===== src/rtl/bcd_seg_pkg.sv =====
// Shared widths, seven-segment code table and the digit decoder used by the
// BCD counter/display block.
package bcd_seg_pkg;

  localparam int BCD_W = 4;
  localparam int SEG_W = 9;

  // Segment codes: bits[6:0] = g..a active-high, bit 7 = dp (off), bit 8 spare (0).
  // Index 0 is the code for digit 0.
  localparam logic [9:0][SEG_W-1:0] SEG_CODE = {
    9'h06F, 9'h07F, 9'h007, 9'h07D, 9'h06D,
    9'h066, 9'h04F, 9'h05B, 9'h006, 9'h03F
  };
  localparam logic [SEG_W-1:0] SEG_BLANK = 9'h000;

  // Decode one BCD nibble; non-decimal nibbles blank the digit.
  function automatic logic [SEG_W-1:0] seg_decode(input logic [BCD_W-1:0] d);
    logic [SEG_W-1:0] s;
    case (d)
      4'd0:    s = SEG_CODE[0];
      4'd1:    s = SEG_CODE[1];
      4'd2:    s = SEG_CODE[2];
      4'd3:    s = SEG_CODE[3];
      4'd4:    s = SEG_CODE[4];
      4'd5:    s = SEG_CODE[5];
      4'd6:    s = SEG_CODE[6];
      4'd7:    s = SEG_CODE[7];
      4'd8:    s = SEG_CODE[8];
      4'd9:    s = SEG_CODE[9];
      default: s = SEG_BLANK;
    endcase
    return s;
  endfunction

endpackage


===== src/rtl/bcd_counter_display_if.sv =====
// Control/status bundle of the BCD counter: the controller (master) drives
// enable/direction/clear/load, the counter (slave) returns count, segments
// and the one-cycle event pulses.
interface bcd_counter_display_if #(
  parameter int DIGITS = 2
) ();

  logic                                  en;
  logic                                  dir;
  logic                                  clr;
  logic                                  load;
  logic [bcd_seg_pkg::BCD_W*DIGITS-1:0]  load_val;
  logic [bcd_seg_pkg::BCD_W*DIGITS-1:0]  count;
  logic [bcd_seg_pkg::SEG_W*DIGITS-1:0]  seg_led;
  logic                                  wrap;
  logic                                  load_err;

  modport master (
    output en, dir, clr, load, load_val,
    input  count, seg_led, wrap, load_err
  );

  modport slave (
    input  en, dir, clr, load, load_val,
    output count, seg_led, wrap, load_err
  );

endinterface


===== src/rtl/bcd_digit.sv =====
// One decimal digit of the counter. Either loads a value outright (clear,
// load, terminal wrap) or steps by one when its carry/borrow input is set.
module bcd_digit
  import bcd_seg_pkg::*;
(
  input  logic             clk,
  input  logic             rst,
  input  logic             i_set,
  input  logic [BCD_W-1:0] i_set_val,
  input  logic             i_step_up,
  input  logic             i_step_dn,
  input  logic             i_ci,
  output logic [BCD_W-1:0] o_q,
  output logic             o_co
);

  logic [BCD_W-1:0] r_q;
  logic             w_nine;
  logic             w_zero;

  assign w_nine = (r_q == 4'd9);
  assign w_zero = (r_q == 4'd0);

  // Carry out when rolling 9->0 upward, borrow out when rolling 0->9 downward.
  assign o_co = i_ci & ((i_step_up & w_nine) | (i_step_dn & w_zero));
  assign o_q  = r_q;

  // Digit register: set has priority over a carried step.
  always_ff @(posedge clk or negedge rst) begin
    if (!rst)
      r_q <= '0;
    else if (i_set)
      r_q <= i_set_val;
    else if (i_ci & i_step_up)
      r_q <= w_nine ? 4'd0 : r_q + 4'd1;
    else if (i_ci & i_step_dn)
      r_q <= w_zero ? 4'd9 : r_q - 4'd1;
  end

endmodule


===== src/rtl/bcd_counter_display.sv =====
// Multi-digit BCD up/down counter with seven-segment outputs. A single clock
// domain: the prescaler produces a one-cycle tick used as a clock enable.
module bcd_counter_display
  import bcd_seg_pkg::*;
#(
  parameter int                      DIGITS   = 2,
  parameter logic [4*DIGITS-1:0]     MAX_BCD  = {DIGITS{4'h9}},
  parameter int                      TICK_DIV = 6_000_000
) (
  input  logic                 clk,
  input  logic                 rst,
  bcd_counter_display_if.slave bus
);

  localparam int CW = BCD_W * DIGITS;
  localparam int PW = (TICK_DIV > 1) ? $clog2(TICK_DIV) : 1;
  localparam logic [PW-1:0] PRE_LAST = PW'(TICK_DIV - 1);

  logic [PW-1:0]                  r_pre;
  logic                           r_wrap;
  logic                           r_load_err;

  logic [DIGITS-1:0][BCD_W-1:0]   w_q;
  logic [CW-1:0]                  w_count;
  logic [DIGITS:0]                w_c;
  logic                           w_unused_co;
  logic [SEG_W*DIGITS-1:0]        w_seg;

  logic                           w_tick;
  logic                           w_nib_ok;
  logic                           w_load_ok;
  logic                           w_at_max;
  logic                           w_at_zero;

  logic                           w_set;
  logic [CW-1:0]                  w_set_val;
  logic                           w_step_up;
  logic                           w_step_dn;
  logic                           w_wrap_nx;
  logic                           w_err_nx;

  assign w_count   = w_q;
  assign w_tick    = bus.en & (r_pre == PRE_LAST);
  assign w_at_max  = (w_count == MAX_BCD);
  assign w_at_zero = (w_count == '0);

  // Load is legal only if every nibble is decimal and the value fits the range.
  always_comb begin
    w_nib_ok = 1'b1;
    for (int i = 0; i < DIGITS; i++)
      if (bus.load_val[i*BCD_W +: BCD_W] > 4'd9) w_nib_ok = 1'b0;
  end
  assign w_load_ok = w_nib_ok & (bus.load_val <= MAX_BCD);

  // Per-cycle priority: clear, then load, then tick step, else hold.
  always_comb begin
    w_set     = 1'b0;
    w_set_val = '0;
    w_step_up = 1'b0;
    w_step_dn = 1'b0;
    w_wrap_nx = 1'b0;
    w_err_nx  = 1'b0;
    if (bus.clr) begin
      w_set = 1'b1;
    end else if (bus.load) begin
      if (w_load_ok) begin
        w_set     = 1'b1;
        w_set_val = bus.load_val;
      end else begin
        w_err_nx  = 1'b1;
      end
    end else if (w_tick) begin
      if (bus.dir) begin
        if (w_at_max) begin
          w_set     = 1'b1;
          w_wrap_nx = 1'b1;
        end else begin
          w_step_up = 1'b1;
        end
      end else begin
        if (w_at_zero) begin
          w_set     = 1'b1;
          w_set_val = MAX_BCD;
          w_wrap_nx = 1'b1;
        end else begin
          w_step_dn = 1'b1;
        end
      end
    end
  end

  // Prescaler: restarts on clear/accepted load, otherwise runs only while enabled.
  always_ff @(posedge clk or negedge rst) begin
    if (!rst)
      r_pre <= '0;
    else if (bus.clr | (bus.load & w_load_ok))
      r_pre <= '0;
    else if (bus.en)
      r_pre <= (r_pre == PRE_LAST) ? '0 : r_pre + PW'(1);
  end

  // Event pulses line up with the cycle the new count becomes visible.
  always_ff @(posedge clk or negedge rst) begin
    if (!rst) begin
      r_wrap     <= 1'b0;
      r_load_err <= 1'b0;
    end else begin
      r_wrap     <= w_wrap_nx;
      r_load_err <= w_err_nx;
    end
  end

  // Digit 0 always sees carry-in so a step starts at the least significant digit.
  assign w_c[0] = 1'b1;

  for (genvar i = 0; i < DIGITS; i++) begin : g_dig
    bcd_digit u_dig (
      .clk       (clk),
      .rst       (rst),
      .i_set     (w_set),
      .i_set_val (w_set_val[i*BCD_W +: BCD_W]),
      .i_step_up (w_step_up),
      .i_step_dn (w_step_dn),
      .i_ci      (w_c[i]),
      .o_q       (w_q[i]),
      .o_co      (w_c[i+1])
    );
    assign w_seg[i*SEG_W +: SEG_W] = seg_decode(w_q[i]);
  end

  // Carry out of the top digit never matters: terminal wraps bypass the chain.
  assign w_unused_co = w_c[DIGITS];

  assign bus.count    = w_count;
  assign bus.seg_led  = w_seg;
  assign bus.wrap     = r_wrap;
  assign bus.load_err = r_load_err;

endmodule


===== src/flat_wrapper.sv =====
// flat-port wrapper written by rule: the top's interface ports become plain ports
module bcd_counter_display_flat import bcd_seg_pkg::*;
#(
  parameter int                      DIGITS   = 2,
  parameter logic [4*DIGITS-1:0]     MAX_BCD  = {DIGITS{4'h9}},
  parameter int                      TICK_DIV = 6_000_000
)
  (clk, rst, bus_en, bus_dir, bus_clr, bus_load, bus_load_val, bus_count, bus_seg_led, bus_wrap, bus_load_err);
  bcd_counter_display_if #(.DIGITS(DIGITS)) bus_i ();
  input  logic clk;
  input  logic rst;
  input wire logic [$bits(bus_i.en)-1:0] bus_en;
  input wire logic [$bits(bus_i.dir)-1:0] bus_dir;
  input wire logic [$bits(bus_i.clr)-1:0] bus_clr;
  input wire logic [$bits(bus_i.load)-1:0] bus_load;
  input wire logic [$bits(bus_i.load_val)-1:0] bus_load_val;
  output wire logic [$bits(bus_i.count)-1:0] bus_count;
  output wire logic [$bits(bus_i.seg_led)-1:0] bus_seg_led;
  output wire logic [$bits(bus_i.wrap)-1:0] bus_wrap;
  output wire logic [$bits(bus_i.load_err)-1:0] bus_load_err;
  assign bus_i.en = bus_en;
  assign bus_i.dir = bus_dir;
  assign bus_i.clr = bus_clr;
  assign bus_i.load = bus_load;
  assign bus_i.load_val = bus_load_val;
  assign bus_count = bus_i.count;
  assign bus_seg_led = bus_i.seg_led;
  assign bus_wrap = bus_i.wrap;
  assign bus_load_err = bus_i.load_err;
  bcd_counter_display #(.DIGITS(DIGITS), .MAX_BCD(MAX_BCD), .TICK_DIV(TICK_DIV)) u_core (.clk(clk), .rst(rst), .bus(bus_i));
endmodule

===== config.mk =====
export PLATFORM = sky130hd
export DESIGN_NAME = bcd_counter_display_flat
export DESIGN_NICKNAME = d
export VERILOG_FILES = /design/src/rtl/bcd_seg_pkg.sv /design/src/rtl/bcd_counter_display_if.sv /design/src/rtl/bcd_digit.sv /design/src/rtl/bcd_counter_display.sv /design/src/flat_wrapper.sv
export SDC_FILE = /design/constraint.sdc
export NUM_CORES = 1
export LEC_CHECK = 0
export BUFFER_PORTS_ARGS = -buffer_cell sky130_fd_sc_hd__clkbuf_2
export CAP_MARGIN = 40
export CORE_UTILIZATION = 30
export DETAILED_ROUTE_END_ITERATION = 16
export GPL_TIMING_DRIVEN = 0
export PLACE_DENSITY = 0.58
export SYNTH_ARGS = -nofsm -noshare
export SYNTH_HDL_FRONTEND = slang
export SYNTH_SLANG_ARGS = --single-unit
export TNS_END_PERCENT = 5

===== constraint.sdc =====
create_clock -name clk -period 4.8 [get_ports clk]
set_clock_uncertainty 0.15 [all_clocks]
set_input_delay 0.48 -clock clk [delete_from_list [all_inputs] [get_ports clk]]
set_output_delay 0.48 -clock clk [all_outputs]
set_load 0.1 [all_outputs]

---- Word level (Yosys, flattened, before mapping) ----
Memories as Yosys holds them, arrays and structs flattened.
Cells that the tools add are included.
cells by class
  add/subtract/negate cells ............... 5
  $lt $le $gt $ge ......................... 3
  eq/ne operators ......................... 4
  multiplexer cells ....................... 43
  bitwise logic cells ..................... 9
  reduce and logical (&&, ||, !) cells .... 6
operators by type and width
  cell                   number
  $mux 23                3
  $mux 8                 6
  $mux 4                 10
  $mux 1                 24
  $add 23x1->23 const B  1
  $eq 23x23->1 const B   1
  $add 4x1->4 const B    2
  $eq 4x4->1 const B     2
  $eq 8x8->1 const B     1
  $gt 4x4->1 const B     2
  $le 8x8->1 const B     1
  $logic_not 4->1        2
  $logic_not 8->1        1
  $sub 4x1->4 const B    2
  $and 1x1->1            7
  $reduce_bool 3->1      2
  $or 1x1->1             2
  $reduce_bool 2->1      1
word-level totals
  flip-flop bits (word level) ............. 33
  memory bits (read-only) ................. 224
  logic and storage cells ................. 77
  memories ................................ 2
memory list
  memory           words  bits a word  read ports  clocked after memory_dff  wr ports  RTL line           source
  (no name shown)  16     7            1           0                         0         bcd_seg_pkg.sv:19  case (d)
  (no name shown)  16     7            1           0                         0         bcd_seg_pkg.sv:19

---- Logic depth before layout (Yosys ltp) ----
Gate-level depths: netlist of the first run.
  depth after elaboration ................. 12
  mapped depth ............................ 9
  mapped depth without buffers ............ 8

---- Cells and area by module ----
From an unflattened synthesis of the first run, not the netlist that was laid out.
second synthesis, totals
  cells, all modules ...................... 352
  area total of the unflattened synthesis .. 2,856.5 µm²
by module, submodules not included
  module               times used  cells an instance  area each (µm²)  seq. area each (µm²)
  bcd_counter_display  1           256                2,070.7          625.6
  bcd_digit            2           48                 392.9            100.1

---- Worst setup path after synthesis of the first run ----
No wires, ideal clock.
  kind .................................... register to output
  start point ............................. register u_core.g_dig[1].u_dig.r_q[1]
  end point ............................... output bus_seg_led[12]
  data arrival time ....................... 3,865 ps
  data required time ...................... 4,170 ps
  path slack .............................. 305 ps
  cell stages (with the launch flop) ...... 6
  cells stage by stage .................... dfrtp_1 > inv_1 > ha_1 > nor2_1 > a21oi_1 > o21ai_0
on the way
  longest elaborated chain between the ends .. 1
ends and longest elaborated chain
  item                    RTL line            source
  from (decl)             bcd_digit.sv:17     logic [BCD_W-1:0] r_q;
  from (signal assigned)  bcd_digit.sv:33     r_q <= i_set_val;
  from (signal assigned)  bcd_digit.sv:35     r_q <= w_nine ? 4'd0 : r_q + 4'd1;
  from (signal assigned)  bcd_digit.sv:37     r_q <= w_zero ? 4'd9 : r_q - 4'd1;
  $mem_v2 16x7            --
  to (decl)               flat_wrapper.sv:18  output wire logic [$bits(bus_i.seg_led)-1:0] bus_seg_led;
Every way passes these cells.

---- Worst setup path after layout of the first run ----
  start point ............................. register u_core.g_dig[0].u_dig.r_q[1]
  end point ............................... register u_core.g_dig[1].u_dig.r_q[0]
on the way
  longest elaborated chain between the ends .. 11
  elaborated cells between the ends (all ways) .. 33
  classes of those cells .................. eq/ne: 2; mux: 23; bitwise: 5; reduce/logical: 3
ends and longest elaborated chain
  item                                                  RTL line                                              source
  from (decl)                                           bcd_digit.sv:17
  from (signal assigned)                                bcd_digit.sv:33
  from (signal assigned)                                bcd_digit.sv:35
  from (signal assigned)                                bcd_digit.sv:37
  $eq 8x8->1 / $logic_not 8->1 (equally long branches)  bcd_counter_display.sv:44, bcd_counter_display.sv:45
  $mux 1, on equally long branches                      bcd_counter_display.sv:74, bcd_counter_display.sv:81
  $mux 1                                                bcd_counter_display.sv:73                             if (bus.dir) begin
  $mux 1                                                bcd_counter_display.sv:72                             end else if (w_tick) begin
  $mux 1                                                bcd_counter_display.sv:65                             end else if (bus.load) begin
  $mux 1                                                bcd_counter_display.sv:63                             if (bus.clr) begin
  $and 1x1->1                                           bcd_digit.sv:25                                       assign o_co = i_ci & ((i_step_up & w_nine) | (i_step_dn & w_zero));
  $or 1x1->1                                            bcd_digit.sv:25
  $and 1x1->1                                           bcd_digit.sv:34                                       else if (i_ci & i_step_up)
  $mux 4                                                bcd_digit.sv:34
  $mux 4                                                bcd_digit.sv:32                                       else if (i_set)
Several ways; a longest one is shown, not always the timed one.
A chain may end at the register's enable or synchronous reset.

==> impl_metrics.csv, run 1 <==
group,metric,value,unit
run_status,outcome,"completed",
worst_setup_path,cp_data_arrival_time,3.09,ns
timing,drv_slew,0,
timing,fin_ws,1.762,ns
timing,rsz0062_at_grt,"no",
pwr,max-vdd-ir-drop,0.0001896,V
routing,vias,2458,
routing,avgViaCountPerCell,5.219,
die,initial_core_util,30.95,%
place,place_ws,1.743,ns
timing,hold_viol_final,0,
worst_setup_path,cp_top_family,"simple AND/OR/NAND/NOR gates",
cts,clkLatencyLatePin,0.29,ns
cts,cts_setup_buffers,0,
layout,area_growth,18.25,%
yosys,synth_top_area_share,32.64,%
yosys,synth-seq-area-share,32.64,%
cts,ctsResizeCount,0,
min_path,worst_hold_path_type,"in -> reg",
yosys,synth_edf_count,0,
pwr,power.total,1.061,mW
layout,fillCellCount,869,
cts,cts_buffers,5,
die,fp.dieW,93.83,µm
layout,drive_above_1_share,16.94,%
timing,fin_crit_sh,63.29,%
timing,relSlewSlack,49.96,%
routing,drt-total-wl,6.430,mm
yosys,synthCells,317,
cts,clock-sinks,33,
yosys,yosys-top-cells-area,"dfrtp_1 (33%), ha_1 (7.4%), o21ai_0 (6.5%), nor2_1 (5.3%), a21oi_1 (5.1%)",
yosys,synth.top_cells.by_count,"nor2_1 (36), dfrtp_1 (33), nand2_1 (33), o21ai_0 (33), a21oi_1 (26)",
die,ios,42,
pwr,p_seq_share,29.3,%
cts,clock_tree.buffer_depth,2,
routing,drtAntennaViolNets,0,
layout,stdcell_area,2992,µm²
pwr,power.density,354.7,nW/µm²
pwr,pwr-share-comb,48.8,%
die,core,8175,µm²
timing,min_period,3.038,ns
worst_setup_path,crit_required,4.85,ns
grt,grt_pass1_wl,10.78,mm
grt,grt_max_degree,22,
yosys,synth.most_common_cell,"nor2_1",
worst_setup_path,slowest_delay,0.53,ns
pwr,p_sw,546.0,µW
layout,final_cells,471,
timing,fmax,329.2,MHz
cts,path_clk_slew,0.07,ns
die,rows,33,
pwr,p_int,515.1,µW
place,routabilityCongestion,0.8170,
yosys,ys_types,57,
yosys,syn-cell-area,2530,µm²
yosys,synth_largest_area_cell,"dfrtp_1",
die,die_h,93.83,µm
worst_setup_path,critPathCaptureType,"register",
place,placed_cells,462,
die,dieArea,8804,µm²
worst_setup_path,path_class,"reg -> reg",
pwr,leakage,1.329,nW
cts,cts_tree,"built",
grt,first_global_vias,2188,
pwr,switching_share,51.46,%
job,maxCapViolCount,0,
timing,setup_violations,0,
cts,cts_root_buffer,"clkbuf_8",
layout,antenna_cells,0,
worst_setup_path,cp_cell_sequence,"inv_1 > ha_1 > or3b_2 > nor3_1 > a21oi_1 > or2_2 > a31oi_1",
layout,nets,394,
pwr,clockPowerShare,21.9,%
yosys,synth_seq_cells,33,
timing,tns,0,ns
grt,overflow,0,
yosys,yosysWarnings,0,
timing,holdWs,0.2698,ns
layout,fin_util,36.59,%
worst_setup_path,worst_setup_path_start_kind,"register",
worst_setup_path,crit_buf_inv,1,
worst_setup_path,crit_fanout,11,
routing,drc_errors,0,
place,place_area,2880,µm²
cts,cts-htree-levels,2,
yosys,syn_avg_cell_area,7.981,µm²
worst_setup_path,reg2reg_slack,1.76,ns
timing,worstMarginPinSlew,0.7471,ns
place,port-buffer-count,35,
worst_setup_path,crit_path_top_delay_cell,"dfrtp_1",
yosys,ys.flop_type,"dfrtp_1",
grt,grt_usage,15.42,%
place,place_hpwl,4.899,mm
routing,drt_iter0_drc,114,
routing,dr.pass1.iters,4,
yosys,async_flop_share,100.0,%
grt,antenna_found_initial,0,
routing,wl_per_cell,13.65,µm
## logic make-up (layout without fill, tap and decap cells)
logic type      count (synthesis)  in the layout  synth area share (%)
fa+ha+maj                      15             15                 7.418
xor+xnor                       15             15                 5.193
mux                             2              2                0.7913
simple gates                  128            128                 25.72
flops                          33             33                 32.64
other cells                     1              4                0.1482
buf+inv                        26             72                 4.945
compound gates                 97             97                 23.15
## power by group through the flow
stage,Clock (mW),Combinational (mW),Sequential (mW)
2_1_floorplan,0,0.368,0.375
3_3_place_gp,0,0.513,0.317
3_5_place_dp,0,0.517,0.317
4_1_cts,0.241,0.519,0.311
5_1_grt,0.250,0.549,0.315
6_report,0.233,0.518,0.311
## layer usage
layer / track usage, % / part of all wire (%) / up-vias
li1: - / - / 1235
met1: 22.88 / 52 / 1170
met2: 23.05 / 43 / 51
met3: 3.236 / 4.3 / 2
met4: 2.692 / 0.36 / 0
met5: 0 / 0 / -
## cells in the final DEF (no fill, tap or decap), types with 4 or more instances in the layout
| cell | synthesis | final |
|---|---|---|
| nor2_1 | 36 | 36 |
| clkbuf_2 | 0 | 35 |
| nand2_1 | 33 | 33 |
| o21ai_0 | 33 | 33 |
| dfrtp_1 | 33 | 33 |
| a21oi_1 | 26 | 26 |
| ha_1 | 15 | 15 |
| inv_1 | 13 | 13 |
| xor2_1 | 12 | 12 |
| a31oi_1 | 9 | 9 |
| nor3_1 | 8 | 8 |
| nand3_1 | 8 | 8 |
| nand4_1 | 7 | 7 |
| clkbuf_8 | 0 | 7 |
| nor2b_1 | 5 | 5 |
| buf_4 | 5 | 5 |
| o211ai_1 | 5 | 5 |
| and3_1 | 5 | 5 |
| clkbuf_1 | 4 | 4 |
| nand3b_1 | 4 | 4 |
| nor3b_1 | 4 | 4 |
| conb_1 | 1 | 4 |
## registers in the layout (all words and copies together) (netlist names)
signal,cells
u_core.g_dig.u_dig.o_q,8
u_core.r_pre,23
u_core.bus.wrap,1
u_core.bus.load_err,1
## final timing paths
| path | startpoint | to | cells past startpoint |
|---|---|---|---|
| min | bus_load_val[1] | u_core.g_dig[0].u_dig.o_q[1] | 3 |
| max reg2reg | u_core.g_dig[0].u_dig.o_q[1] | u_core.g_dig[1].u_dig.o_q[0] | 7 |
| min reg2reg | u_core.r_pre[22] | u_core.r_pre[22] | 1 |
| max | u_core.g_dig[0].u_dig.o_q[1] | u_core.g_dig[1].u_dig.o_q[0] | 7 |
| min in group asynchronous | rst | u_core.r_pre[3] | 2 |
| max in group asynchronous | rst | u_core.g_dig[1].u_dig.o_q[2] | 3 |
## tightest hold or removal path: stages
cell	delay (ns)
clkbuf_2	0.09
nand2_1	0.05
a21oi_1	0.05
## final cells by class
class                           instances  area [µm²]  share of cell area [%]
Multi-Input combinational cell        261        1590                   53.16
Buffer                                 12       72.57                   2.426
Timing Repair Buffer                   38       217.7                   7.277
Sequential cell                        33       825.8                   27.60
Inverter                               14       52.55                   1.757
Clock buffer                            7       96.34                   3.220
Tap cell                              105       131.4                   4.391
Clock inverter                          1       5.005                  0.1673
## what timing repair did
action | 4_1_cts | 5_1_grt
endpoints found under the hold margin | 12 | 0
endpoints found under the setup margin | 0 | 0
hold buffers | 1 | 0
Note: power is estimated with default switching activity, not from simulation.
==> run 2, diff against run 1 <==
Settings changed: PLACE_DENSITY 0.58 to 0.6.
Clock period 4.8 ns to 2.65 ns, I/O delays scaled along.
==> run 2 against run 1 <==
Against the previous run: utilization grew 1.4 points; hold slack worse by 0.20 ns; total power increased by 83%; register-to-register slack got worse by 1.7 ns; non-clock buffer count grew 2; critical path depth is 1 lower; die area is the same.
==> impl_metrics.csv, run 2 (same netlist as run 1, synthesis figures left out) <==
group,metric,value,unit
run_status,outcome,"completed",
worst_setup_path,crit_end,"bus_seg_led[15]",
grt,first_global_vias,2242,
die,ios,42,
cts,clock_tree.buffer_depth,2,
timing,tns,0,ns
worst_setup_path,critPathCaptureType,"output pin",
die,rows,33,
worst_setup_path,cp_data_arrival_time,2.16,ns
timing,fin_crit_sh,97.28,%
worst_setup_path,slowest_delay,0.43,ns
min_path,hp-start,"bus_load_val[2]",
worst_setup_path,crit_start,"u_core.g_dig[1].u_dig.o_q[2]",
cts,clkLatencyLatePin,0.29,ns
routing,dr.pass1.iters,4,
grt,grt_usage,14.93,%
place,port-buffer-count,35,
worst_setup_path,cp_cell_sequence,"clkbuf_1 > inv_1 > nor2_1 > a21oi_1 > o21ai_2 > buf_2",
grt,grt_pass1_wl,10.58,mm
layout,fin_util,38.00,%
die,fp.dieW,93.83,µm
die,die_h,93.83,µm
place,place_hpwl,4.873,mm
routing,drtAntennaViolNets,0,
worst_setup_path,cp_top_family,"buffers and inverters",
pwr,power.density,624.7,nW/µm²
routing,wl_per_cell,13.62,µm
cts,cts_tree,"built",
cts,cts_root_buffer,"clkbuf_8",
worst_setup_path,timing.rr.end,"u_core.g_dig[1].u_dig.o_q[2]",
layout,largest_reg_flops,23,
timing,drv_slew,0,
worst_setup_path,crit_path_top_delay_cell,"buf_2",
grt,overflow,0,
worst_setup_path,cp.depth,6,
worst_setup_path,crit_buf_inv,3,
routing,avgViaCountPerCell,5.244,
pwr,power.total,1.941,mW
routing,drt_iter0_drc,75,
worst_setup_path,worstRegToRegCells,8,
die,core,8175,µm²
timing,fmax,387.9,MHz
layout,area_growth,22.80,%
routing,vias,2475,
min_path,min_path_cells,3,
layout,final_cells,472,
grt,grt_max_degree,23,
pwr,leakage,1.344,nW
worst_setup_path,crit_fanout,10,
worst_setup_path,reg2reg_from,"u_core.r_pre[0]",
routing,drc_errors,0,
layout,nets,396,
worst_setup_path,path_class,"reg -> out",
min_path,worst_hold_path_type,"in -> reg",
timing,hold_viol_final,0,
job,maxCapViolCount,0,
worst_setup_path,crit_required,2.24,ns
die,initial_core_util,30.95,%
worst_setup_path,reg2reg_slack,0.09,ns
timing,setup_violations,0,
layout,layout_common_cells,"nor2_1 (36), nand2_1 (33), clkbuf_2 (33)",
worst_setup_path,worst_setup_path_start_kind,"register",
timing,rsz0062_at_grt,"yes",
die,dieArea,8804,µm²
timing,worstMarginPinSlew,0.6651,ns
layout,final_common_cell,"nor2_1",
timing,relSlewSlack,55.36,%
cts,cts_buffers,5,
routing,drt-total-wl,6.428,mm
cts,clock-sinks,33,
pwr,max-vdd-ir-drop,0.0004792,V
cts,cts-htree-levels,2,
grt,antenna_found_initial,0,
layout,regMostFlops,"u_core.r_pre",
place,routabilityCongestion,0.7830,
cts,path_clk_slew,0.06,ns
place,placed_cells,462,
layout,antenna_cells,0,
timing,min_period,2.578,ns
layout,drive_above_1_share,24.25,%
==> run 2: timing repair <==
| item | CTS | global route |
|---|---|---|
| gates resized for setup | 9 | 13 |
| setup buffers | 0 | 3 |
| hold endpoints to repair | 11 | 0 |
| hold buffers | 1 | 0 |
| pin swaps | 1 | 2 |
| setup endpoints to repair | 15 | 17 |
==> run 2: layout make-up <==
type	count	area [µm²]
Buffer	11	65.06
Clock buffer	7	86.33
Fill cell	845	5069
Inverter	14	52.55
Multi-Input combinational cell	261	1699
Sequential cell	33	832.0
Tap cell	105	131.4
Timing Repair Buffer	41	240.2
==> run 2: how the worst min path moves through the flow <==
stage	to	slack [ns]
final	u_core.g_dig[0].u_dig.o_q[2]	0.07
after global routing	u_core.g_dig[0].u_dig.o_q[1]	0.08
after CTS	u_core.g_dig[0].u_dig.o_q[2]	0.06
after detailed placement	u_core.r_pre[19]	0.04
after global placement	u_core.r_pre[19]	0.26
after floorplan	u_core.bus.load_err	-0.18
==> run 2: worst register-to-register path, delay by kind of cell (launching register included) <==
kind                       cells  cell delay, ns
AOI/OAI and AO/OA              3            0.42
adders and majority gates      1            0.16
buffers and inverters          1            0.15
DFF                            1            0.42
and+or+nand+nor                3            1.15
==> run 2: power by group <==
group	total, mW	leakage (nW)	switching [mW]	internal [mW]
Combinational	0.993	0.857	0.790	0.203
Sequential	0.567	0.442	0.0417	0.525
Clock	0.382	0.0443	0.176	0.206
==> run 2: metal layers <==
layer | global-route usage, % | vias to the layer above | wire length, µm
met5 | 0 | - | 0
met3 | 3.074 | 2 | 319
li1 | - | 1241 | -
met2 | 23.05 | 53 | 2941
met4 | 3.205 | 0 | 12
met1 | 21.34 | 1179 | 3153
==> run 2: per-stage QoR <==
step	worst slack, ns	hold slack, ns	instance area (µm²)
3_3_place_gp	-0.3306	0.2621	2904
6_report	0.07221	0.06948	3107
4_1_cts	0.01162	0.06303	3073
2_1_floorplan	-0.6138	-0.1806	2597
5_1_grt	-0.02155	0.07780	3107
3_5_place_dp	-0.3077	0.03684	2937
